<file path="src/rtl/load_store_unit.sv">
// load_store_unit: memory-stage responder for execute-stage loads and stores.
// Drives one outstanding data-memory access at a time, places store bytes on
// the right lanes, and aligns plus sign/zero-extends load data for write-back.
module load_store_unit #(
  parameter int unsigned RVALID_TIMEOUT = 255
) (
  input  logic        clk,
  input  logic        rst_n,
  input  logic        ls_valid,
  output logic        ls_ready,
  input  logic [3:0]  ls_type,
  input  logic [31:0] ls_addr,
  input  logic [31:0] ls_wdata,
  input  logic [4:0]  ls_rd,
  output logic        busy,
  output logic        dmem_req,
  output logic        dmem_we,
  output logic [3:0]  dmem_be,
  output logic [31:0] dmem_addr,
  output logic [31:0] dmem_wdata,
  input  logic        dmem_gnt,
  input  logic        dmem_rvalid,
  input  logic [31:0] dmem_rdata,
  output logic        wb_valid,
  output logic [4:0]  wb_rd,
  output logic [31:0] wb_data,
  output logic [31:0] mem_rd_val,
  output logic        ls_fault,
  output logic [1:0]  fault_cause,
  output logic [31:0] fault_addr
);

  // Counter only needs to reach RVALID_TIMEOUT-1; the expiring cycle is
  // detected by comparison rather than by counting past it.
  localparam int unsigned CW = (RVALID_TIMEOUT < 2) ? 1 : $clog2(RVALID_TIMEOUT);
  localparam logic [CW-1:0] CNT_LAST = CW'(RVALID_TIMEOUT - 1);

  typedef enum logic [1:0] {ST_IDLE, ST_REQ, ST_WAIT} state_e;

  state_e        state_q, state_d;
  logic          req_q, req_d;
  logic          we_q, we_d;
  logic [3:0]    be_q, be_d;
  logic [31:0]   baddr_q, baddr_d;
  logic [31:0]   wdata_q, wdata_d;
  logic [31:0]   raddr_q, raddr_d;   // full request address, kept for lanes and faults
  logic [1:0]    size_q, size_d;     // 0 byte, 1 half, 2 word
  logic          uns_q, uns_d;
  logic [4:0]    rd_q, rd_d;
  logic [CW-1:0] cnt_q, cnt_d;
  logic          wb_valid_q, wb_valid_d;
  logic [4:0]    wb_rd_q, wb_rd_d;
  logic [31:0]   wb_data_q, wb_data_d;
  logic [31:0]   mem_rd_val_q, mem_rd_val_d;
  logic          fault_q, fault_d;
  logic [1:0]    cause_q, cause_d;
  logic [31:0]   fault_addr_q, fault_addr_d;

  logic          in_legal, in_misaligned, in_uns;
  logic [1:0]    in_size;
  logic [3:0]    in_be;
  logic [31:0]   in_wdata;
  logic [31:0]   shifted, load_data;

  // Decode the incoming request: legality, size, alignment and lane mapping.
  always_comb begin
    in_legal = 1'b1;
    in_size  = 2'd0;
    in_uns   = 1'b0;
    case (ls_type[2:0])
      3'b000:  in_size = 2'd0;
      3'b001:  in_size = 2'd1;
      3'b010:  in_size = 2'd2;
      3'b100:  begin in_size = 2'd0; in_uns = 1'b1; in_legal = ~ls_type[3]; end
      3'b110:  begin in_size = 2'd1; in_uns = 1'b1; in_legal = ~ls_type[3]; end
      default: in_legal = 1'b0;
    endcase
    in_misaligned = ((in_size == 2'd1) && ls_addr[0]) ||
                    ((in_size == 2'd2) && (ls_addr[1:0] != 2'b00));
    case (in_size)
      2'd0:    begin in_be = 4'(4'b0001 << ls_addr[1:0]); in_wdata = {4{ls_wdata[7:0]}}; end
      2'd1:    begin in_be = ls_addr[1] ? 4'b1100 : 4'b0011; in_wdata = {2{ls_wdata[15:0]}}; end
      default: begin in_be = 4'b1111; in_wdata = ls_wdata; end
    endcase
  end

  // Align the returned word to the request offset and extend to 32 bits.
  always_comb begin
    shifted = dmem_rdata >> {raddr_q[1:0], 3'b000};
    case (size_q)
      2'd0:    load_data = uns_q ? {24'd0, shifted[7:0]}  : {{24{shifted[7]}}, shifted[7:0]};
      2'd1:    load_data = uns_q ? {16'd0, shifted[15:0]} : {{16{shifted[15]}}, shifted[15:0]};
      default: load_data = shifted;
    endcase
  end

  // Next-state and next-output computation for the IDLE/REQ/WAIT sequencer.
  always_comb begin
    state_d      = state_q;
    req_d        = req_q;
    we_d         = we_q;
    be_d         = be_q;
    baddr_d      = baddr_q;
    wdata_d      = wdata_q;
    raddr_d      = raddr_q;
    size_d       = size_q;
    uns_d        = uns_q;
    rd_d         = rd_q;
    cnt_d        = cnt_q;
    wb_valid_d   = 1'b0;
    wb_rd_d      = wb_rd_q;
    wb_data_d    = wb_data_q;
    mem_rd_val_d = mem_rd_val_q;
    fault_d      = 1'b0;
    cause_d      = cause_q;
    fault_addr_d = fault_addr_q;
    case (state_q)
      ST_IDLE: begin
        if (ls_valid) begin
          if (!in_legal || in_misaligned) begin
            // Rejected at the door: no bus activity, just a fault pulse.
            fault_d      = 1'b1;
            cause_d      = !in_legal ? 2'b10 : 2'b01;
            fault_addr_d = ls_addr;
          end else begin
            state_d = ST_REQ;
            req_d   = 1'b1;
            we_d    = ls_type[3];
            be_d    = in_be;
            baddr_d = {ls_addr[31:2], 2'b00};
            wdata_d = in_wdata;
            raddr_d = ls_addr;
            size_d  = in_size;
            uns_d   = in_uns;
            rd_d    = ls_rd;
          end
        end
      end
      ST_REQ: begin
        // Bus fields stay frozen until the grant; rvalid is ignored here.
        if (dmem_gnt) begin
          req_d   = 1'b0;
          cnt_d   = '0;
          state_d = we_q ? ST_IDLE : ST_WAIT;
        end
      end
      ST_WAIT: begin
        if (dmem_rvalid) begin
          state_d = ST_IDLE;
          if (rd_q != 5'd0) begin
            wb_valid_d   = 1'b1;
            wb_rd_d      = rd_q;
            wb_data_d    = load_data;
            mem_rd_val_d = load_data;
          end
        end else if (cnt_q == CNT_LAST) begin
          state_d      = ST_IDLE;
          fault_d      = 1'b1;
          cause_d      = 2'b11;
          fault_addr_d = raddr_q;
        end else begin
          cnt_d = cnt_q + 1'b1;
        end
      end
      default: state_d = ST_IDLE;
    endcase
  end

  // State and registered outputs; reset discards any access in flight.
  always_ff @(posedge clk or negedge rst_n) begin
    if (!rst_n) begin
      state_q      <= ST_IDLE;
      req_q        <= 1'b0;
      we_q         <= 1'b0;
      be_q         <= '0;
      baddr_q      <= '0;
      wdata_q      <= '0;
      raddr_q      <= '0;
      size_q       <= '0;
      uns_q        <= 1'b0;
      rd_q         <= '0;
      cnt_q        <= '0;
      wb_valid_q   <= 1'b0;
      wb_rd_q      <= '0;
      wb_data_q    <= '0;
      mem_rd_val_q <= '0;
      fault_q      <= 1'b0;
      cause_q      <= '0;
      fault_addr_q <= '0;
    end else begin
      state_q      <= state_d;
      req_q        <= req_d;
      we_q         <= we_d;
      be_q         <= be_d;
      baddr_q      <= baddr_d;
      wdata_q      <= wdata_d;
      raddr_q      <= raddr_d;
      size_q       <= size_d;
      uns_q        <= uns_d;
      rd_q         <= rd_d;
      cnt_q        <= cnt_d;
      wb_valid_q   <= wb_valid_d;
      wb_rd_q      <= wb_rd_d;
      wb_data_q    <= wb_data_d;
      mem_rd_val_q <= mem_rd_val_d;
      fault_q      <= fault_d;
      cause_q      <= cause_d;
      fault_addr_q <= fault_addr_d;
    end
  end

  assign ls_ready    = (state_q == ST_IDLE);
  assign busy        = (state_q != ST_IDLE);
  assign dmem_req    = req_q;
  assign dmem_we     = we_q;
  assign dmem_be     = be_q;
  assign dmem_addr   = baddr_q;
  assign dmem_wdata  = wdata_q;
  assign wb_valid    = wb_valid_q;
  assign wb_rd       = wb_rd_q;
  assign wb_data     = wb_data_q;
  assign mem_rd_val  = mem_rd_val_q;
  assign ls_fault    = fault_q;
  assign fault_cause = cause_q;
  assign fault_addr  = fault_addr_q;

endmodule
</file>
<file path="config.mk">
export PLATFORM = sky130hd
export DESIGN_NAME = load_store_unit
export DESIGN_NICKNAME = d
export VERILOG_FILES = /design/src/rtl/load_store_unit.sv
export SDC_FILE = /design/constraint.sdc
export NUM_CORES = 1
export LEC_CHECK = 0
export BUFFER_PORTS_ARGS = -buffer_cell sky130_fd_sc_hd__buf_2
export CORE_MARGIN = 2
export CORE_UTILIZATION = 45
export CTS_CLUSTER_DIAMETER = 80
export DETAILED_ROUTE_END_ITERATION = 16
export GPL_ROUTABILITY_DRIVEN = 0
export PLACE_DENSITY = 0.77
export RECOVER_POWER = 25
export SLEW_MARGIN = 0
export SYNTH_ARGS = -nofsm -noshare
export SYNTH_HDL_FRONTEND = slang
export SYNTH_SLANG_ARGS = --single-unit
</file>
<file path="constraint.sdc">
create_clock -name clk -period 3.3 [get_ports clk]
set_input_delay 0.33 -clock clk [delete_from_list [all_inputs] [get_ports clk]]
set_output_delay 0.33 -clock clk [all_outputs]
set_load 0.02 [all_outputs]
</file>
==> results of run 1 <==
==> logic make-up (layout without fill, tap and decap cells) <==
logic type                 Yosys count  in the layout  synth area share
other                                1              3          0.000454
and+or+nand+nor                    149            149            0.0830
muxes                              135            135             0.176
adders and majority gates            2              2           0.00303
buffers and inverters              134            344             0.103
xor gates and xnor gates             3              3           0.00318
AOI/OAI and AO/OA                  173            173             0.143
DFF                                161            161             0.488
==> cell type report <==
class / instances / share of cell area
Multi-Input combinational cell: 464 / 0.344
Tap cell: 229 / 0.0289
Sequential cell: 161 / 0.407
Inverter: 16 / 0.00607
Antenna cell: 1 / 0.000253
Clock inverter: 13 / 0.0172
Clock buffer: 18 / 0.0444
Timing Repair Buffer: 297 / 0.152
==> cell usage after synthesis, types with 3 or more instances <==
| cell type | instances |
|---|---|
| or2_2 | 9 |
| nand3_1 | 5 |
| dfrtp_1 | 161 |
| nor2_1 | 46 |
| o22a_1 | 8 |
| nand2b_1 | 3 |
| xnor2_1 | 3 |
| buf_6 | 9 |
| mux2_2 | 74 |
| a22oi_1 | 32 |
| a211oi_1 | 10 |
| mux2i_1 | 60 |
| inv_1 | 15 |
| nand2_1 | 59 |
| nor4_1 | 3 |
| a221oi_1 | 8 |
| o21ai_0 | 57 |
| a21oi_1 | 18 |
| o311ai_0 | 8 |
| o211ai_1 | 11 |
| buf_1 | 5 |
| nor2b_1 | 9 |
| clkbuf_1 | 18 |
| buf_4 | 70 |
| buf_2 | 16 |
| o311a_1 | 8 |
==> timing repair <==
action | 4_1_cts | 5_1_grt
hold buffers | 1 | 0
setup buffers | 0 | 0
endpoints found under the hold margin | 62 | 0
==> final timing paths <==
kind	from	to	slack (ns)	cells past startpoint
max	rd_q[0]$_DFFE_PN0P_	mem_rd_val[23]$_DFFE_PN0P_	0.92	5
min	dmem_gnt	state_q[0]$_DFFE_PN0P_	0.13	2
max reg2reg	rd_q[0]$_DFFE_PN0P_	mem_rd_val[23]$_DFFE_PN0P_	0.92	5
min reg2reg	dmem_req$_DFFE_PN0P_	dmem_req$_DFFE_PN0P_	0.48	2
max in group asynchronous	rst_n	wb_rd[4]$_DFFE_PN0P_	0.98	3
min in group asynchronous	rst_n	raddr_q[9]$_DFFE_PN0P_	0.90	2
==> flip-flops by register name, indices dropped and copies added, names as in the netlist <==
name         flops
dmem_we          1
raddr_q         32
dmem_wdata      32
dmem_req         1
wb_valid         1
wb_rd            5
ls_fault         1
fault_addr      32
state_q          2
cnt_q            8
uns_q            1
mem_rd_val      32
size_q           2
rd_q             5
dmem_be          4
fault_cause      2
==> placed cells by master, fill, tap and decap left out, types with 3 or more instances in the layout <==
master / synthesis / routed
a211oi_1: 10 / 10
nand3_1: 5 / 5
a21oi_1: 18 / 18
nand2b_1: 3 / 3
buf_4: 70 / 8
buf_12: 0 / 4
dfrtp_1: 161 / 161
a221oi_1: 8 / 8
inv_1: 15 / 15
mux2i_1: 60 / 60
buf_2: 16 / 230
mux2_2: 74 / 74
nor2_1: 46 / 46
o22a_1: 8 / 8
nor2b_1: 9 / 8
nand2_1: 59 / 59
or2_2: 9 / 9
inv_6: 0 / 6
clkbuf_1: 18 / 53
o211ai_1: 11 / 11
o21ai_0: 57 / 57
nor4_1: 3 / 3
a22oi_1: 32 / 32
xnor2_1: 3 / 3
clkbuf_16: 0 / 17
o311a_1: 8 / 8
o311ai_0: 8 / 8
==> through the flow <==
| stage | util | setup slack (ns) | area [um2] | hold WS, ns | std cells |
|---|---|---|---|---|---|
| CTS | 0.555 | 0.891 | 9970 | 0.106 | 1198 |
| global placement | 0.521 | 0.838 | 9350 | 0.365 | 1166 |
| global route | 0.551 | 0.625 | 9900 | 0.132 | 1199 |
| floorplan | - | 1.41 | 8270 | 0.0344 | 759 |
| detailed placement | 0.521 | 0.761 | 9350 | 0.360 | 1166 |
| finish | 0.551 | 0.924 | 9900 | 0.128 | 1199 |
==> metal layers <==
layer  global-route usage  wire, um
met1                0.281      8930
met2                0.363     10600
met3               0.0530      1580
met4               0.0776       365
met5                    0         0
==> where the power goes <==
group	switching, uW	internal (uW)	leakage (uW)
clock	864	1160	0.000300
combinational	2430	1430	0.00230
sequential	582	2790	0.00193
total	3870	5380	0.00452
==> impl_metrics.py, run 1 <==
metrics = {
    "sta": {
        "rsz0062_at_grt": "false",
        "tns_ns": 0,
        "setup_viol_count_final": 0,
        "slew_headroom": -0.120,
        "period_needed_ns": 2.38,
        "final-hold-violation-count": 0,
        "tightest_slew_ns": 1.68,
        "fin_crit_sh": 0.720,
        "finalClockSkew_ns": 0.0136,
        "drv_slew": 64,
        "timing.fmax_mhz": 421,
    },
    "synth": {
        "async_flop_share": 1.00,
        "ys_seq_elements": 161,
        "synthFlopType": "dfrtp_1",
        "synth_area_per_cell_um2": 10.9,
        "synthTopCellsByArea": "dfrtp_1 49%, mux2_2 10%, mux2i_1 7.3%, buf_4 6.4%, o21ai_0 3.5%",
        "yosysWarnings": 0,
        "synth_edf_count": 0,
        "synth_cell_types": 53,
        "yosys.area.top_type_share": 0.488,
        "synthCells": 758,
        "synth_top_area_cell": "dfrtp_1",
        "ys_seq_area_frac": 0.488,
        "netlist_area_mm2": 0.00826,
    },
    "pwr": {
        "ir_drop_mv": 0.564,
        "p_leak_uw": 0.00452,
        "powerDensity_mw_per_mm2": 935,
        "power_uw": 9260,
    },
    "cts": {
        "cts_sinks": 161,
        "worstSkewPairLatency_ns": 0.42,
        "path_clk_slew_ns": 0.07,
        "ctsResizeCount": 0,
        "cts_buffer_depth": 2,
        "clockRootBuffer": "clkbuf_16",
        "cts-htree-levels": 4,
        "tritoncts": "yes",
        "cts_buffers": 17,
    },
    "cells_and_area": {
        "regArea_mm2": 0.00403,
        "multi_input_area_mm2": 0.00341,
        "drive_gt1_frac": 0.379,
        "final_nets": 1069,
        "areaGrowthSynthToFinish_pct": 19.8,
        "fillers": 1631,
    },
    "critical_path": {
        "startpoint_type": "flip-flop",
        "slowest_stage": "or4_1",
        "crit_arrival_ns": 2.62,
        "slowest_delay_ns": 0.59,
        "worst-setup-path-type": "reg -> reg",
        "crit_buf_inv": 1,
        "cp_cell_sequence": "or4_1, o211ai_4, inv_2, nand4b_1, o311ai_0",
        "worstPathMaxFanout": 20,
        "cp_top_family": "simple AND/OR/NAND/NOR gates",
        "cp.required_ns": 3.54,
        "cp-end-kind": "flip-flop",
    },
    "grt": {
        "track_usage": 0.219,
        "grt_overflow": 0,
        "grt_pass1_vias": 6268,
        "antenna_found_initial": 1,
        "grt_max_degree": 65,
        "grt_pass1_wl_um": 33900,
    },
    "floorplanning": {
        "core_mm2": 0.0180,
        "ioPinCount": 287,
        "initial_utilization": 0.460,
        "dieArea_mm2": 0.0195,
        "chipWidth_um": 140,
        "rows": 49,
        "dieHeight_um": 140,
    },
    "min_path": {
        "min_path_type": "in -> reg",
    },
    "placed_design": {
        "portBuffers": 284,
        "dp_hpwl_um": 15400,
    },
    "flow_run": {
        "cap_viol_max_count": 1,
    },
    "route": {
        "drtIter0Drc": 293,
        "via_count": 6491,
        "ant_nets": 0,
        "dr.pass1.iters": 5,
        "drc": 0,
        "wl_per_cell_um": 17.9,
        "wl_um": 21500,
        "vias_per_cell": 5.41,
    },
    "outcome": {
        "violations": "capacitance limit, slew limit",
        "status": "finished with violations",
    },
}
Power figures use the tool's default switching activity.
==> inputs of run 2 (changes only) <==
clock period = 2.5 ns   (was 3.3 ns; I/O delays follow)
==> run 2 against run 1 <==
  * The flow now finishes without violations
  * Critical path depth stayed put
  * Clock power rose by 25%
  * Clock skew down 0.0038 ns
  * Critical path type unchanged
  * Critical endpoint unchanged
  * Largest cell class unchanged
==> impl_metrics.py, run 2 (same netlist as run 1, synthesis figures left out) <==
metrics = {
    "cts": {
        "clockRootBuffer": "clkbuf_16",
        "cts-htree-levels": 4,
        "cts_buffer_depth": 2,
        "path_clk_slew_ns": 0.06,
        "cts_sinks": 161,
        "cts_setup_buffers": 0,
        "worstSkewPairLatency_ns": 0.42,
        "cts_buffers": 17,
        "tritoncts": "yes",
    },
    "cells_and_area": {
        "fillers": 1572,
        "final_nets": 1079,
        "stdcell_count": 1210,
        "drive_gt1_frac": 0.431,
        "final_cell_mix": "275 x buf_2, 161 x dfrtp_1, 74 x mux2_2",
        "areaGrowthSynthToFinish_pct": 20.7,
        "regArea_mm2": 0.00403,
        "layout_commonest_cell": "buf_2",
        "multi_input_area_mm2": 0.00341,
        "finish.utilization": 0.555,
    },
    "pwr": {
        "power_uw": 12200,
        "powerDensity_mw_per_mm2": 1220,
        "p_leak_uw": 0.00466,
        "ir_drop_mv": 0.759,
    },
    "placed_design": {
        "pre_cts_ws_ns": 0.364,
        "portBuffers": 284,
        "dp.cells": 1176,
        "dp_hpwl_um": 15800,
    },
    "sta": {
        "setup_viol_count_final": 0,
        "rsz0062_at_grt": "false",
        "tns_ns": 0,
        "final-hold-violation-count": 0,
        "drv_slew": 0,
        "period_needed_ns": 2.12,
        "timing.fmax_mhz": 472,
        "finalClockSkew_ns": 0.00988,
        "tightest_slew_ns": 0.958,
        "setup_slack_ns": 0.380,
        "slew_headroom": 0.361,
        "fin_crit_sh": 0.848,
    },
    "grt": {
        "antenna_found_initial": 1,
        "grt_pass1_vias": 6565,
        "grt_pass1_wl_um": 34800,
        "track_usage": 0.223,
        "grt_max_degree": 61,
        "grt_overflow": 0,
    },
    "outcome": {
        "status": "complete, no violations",
    },
    "route": {
        "vias_per_cell": 5.46,
        "wl_um": 21700,
        "drc": 0,
        "dr.pass1.iters": 5,
        "drtIter0Drc": 296,
        "wl_per_cell_um": 17.9,
        "ant_nets": 0,
        "via_count": 6607,
    },
    "floorplanning": {
        "chipWidth_um": 140,
        "dieHeight_um": 140,
        "rows": 49,
        "dieArea_mm2": 0.0195,
        "core_mm2": 0.0180,
        "ioPinCount": 287,
        "initial_utilization": 0.460,
    },
    "critical_path": {
        "r2r-start": "rd_q[0]$_DFFE_PN0P_",
        "cp-end-kind": "flip-flop",
        "worst-setup-path-type": "reg -> reg",
        "rr_worst_depth": 5,
        "worstPathMaxFanout": 16,
        "reg2reg_to": "mem_rd_val[23]$_DFFE_PN0P_",
        "cp.required_ns": 2.73,
        "startpoint_type": "flip-flop",
        "crit_arrival_ns": 2.35,
        "ff2ff_setup_slack_ns": 0.38,
    },
    "min_path": {
        "min_path_cells": 2,
        "min_path_type": "in -> reg",
        "min_to": "state_q[0]$_DFFE_PN0P_",
        "hp-start": "dmem_gnt",
    },
    "flow_run": {
        "cap_viol_max_count": 0,
    },
}
run 2: changes by cell type in the layout (fill, tap and decap cells not counted), sizes merged:
cell      before  now
buf          242  295
clkbuf        72   31
clkinvlp       0    3
inv           23   21
bufinv         2    1
clkinv         4    3
run 2: worst max-delay path by stage:
stage	depth (start not counted)	end	slack, ns	start
2_1_floorplan	6	dmem_be[1]$_DFFE_PN0P_	0.61	state_q[0]$_DFFE_PN0P_
3_3_place_gp	5	mem_rd_val[22]$_DFFE_PN0P_	0.45	rd_q[0]$_DFFE_PN0P_
3_5_place_dp	5	mem_rd_val[20]$_DFFE_PN0P_	0.36	rd_q[0]$_DFFE_PN0P_
4_1_cts	5	mem_rd_val[23]$_DFFE_PN0P_	0.35	rd_q[0]$_DFFE_PN0P_
5_1_grt	3	fault_addr[26]$_DFFE_PN0P_	0.16	rst_n
6_report	5	mem_rd_val[23]$_DFFE_PN0P_	0.38	rd_q[0]$_DFFE_PN0P_
run 2: routing by layer:
metal  routed length, um  track usage  part of all wire
met5                   0            0                 0
met4                 520       0.0734             0.024
met3                1700       0.0671             0.078
met2               10600        0.368              0.49
met1                8850        0.281              0.41
run 2: worst max-delay path: stages, from the launching register on:
cell and delay (ns):
dfrtp_1 0.39, or4_1 0.58, o211ai_4 0.20, inv_2 0.06, nand4b_1 0.46, o311ai_0 0.27
run 2: final cells by class:
| type | count | area share |
|---|---|---|
| antenna | 1 | 0.000251 |
| clock buffer | 20 | 0.0458 |
| clock inverter | 12 | 0.0122 |
| inverter | 16 | 0.00602 |
| multi-input combinational | 464 | 0.342 |
| sequential | 161 | 0.404 |
| tap | 229 | 0.0287 |
| timing repair buffer | 307 | 0.161 |
run 2: what timing repair did:
item	4_1_cts	5_1_grt
gates resized for setup	0	0
hold buffers	1	0
hold endpoints to repair	34	0
run 2: report_power, final:
group | switching [uW] | internal [uW]
sequential | 750 | 3680
clock | 1090 | 1450
combinational | 3230 | 2000
total | 5070 | 7130
run 2: stage by stage:
stage / hold WS [ns] / area, um2
4_1_cts: 0.0548 / 10000
2_1_floorplan: -0.0456 / 8270
5_1_grt: 0.0623 / 9970
3_5_place_dp: 0.170 / 9420
3_3_place_gp: 0.169 / 9420
6_report: 0.0734 / 9970
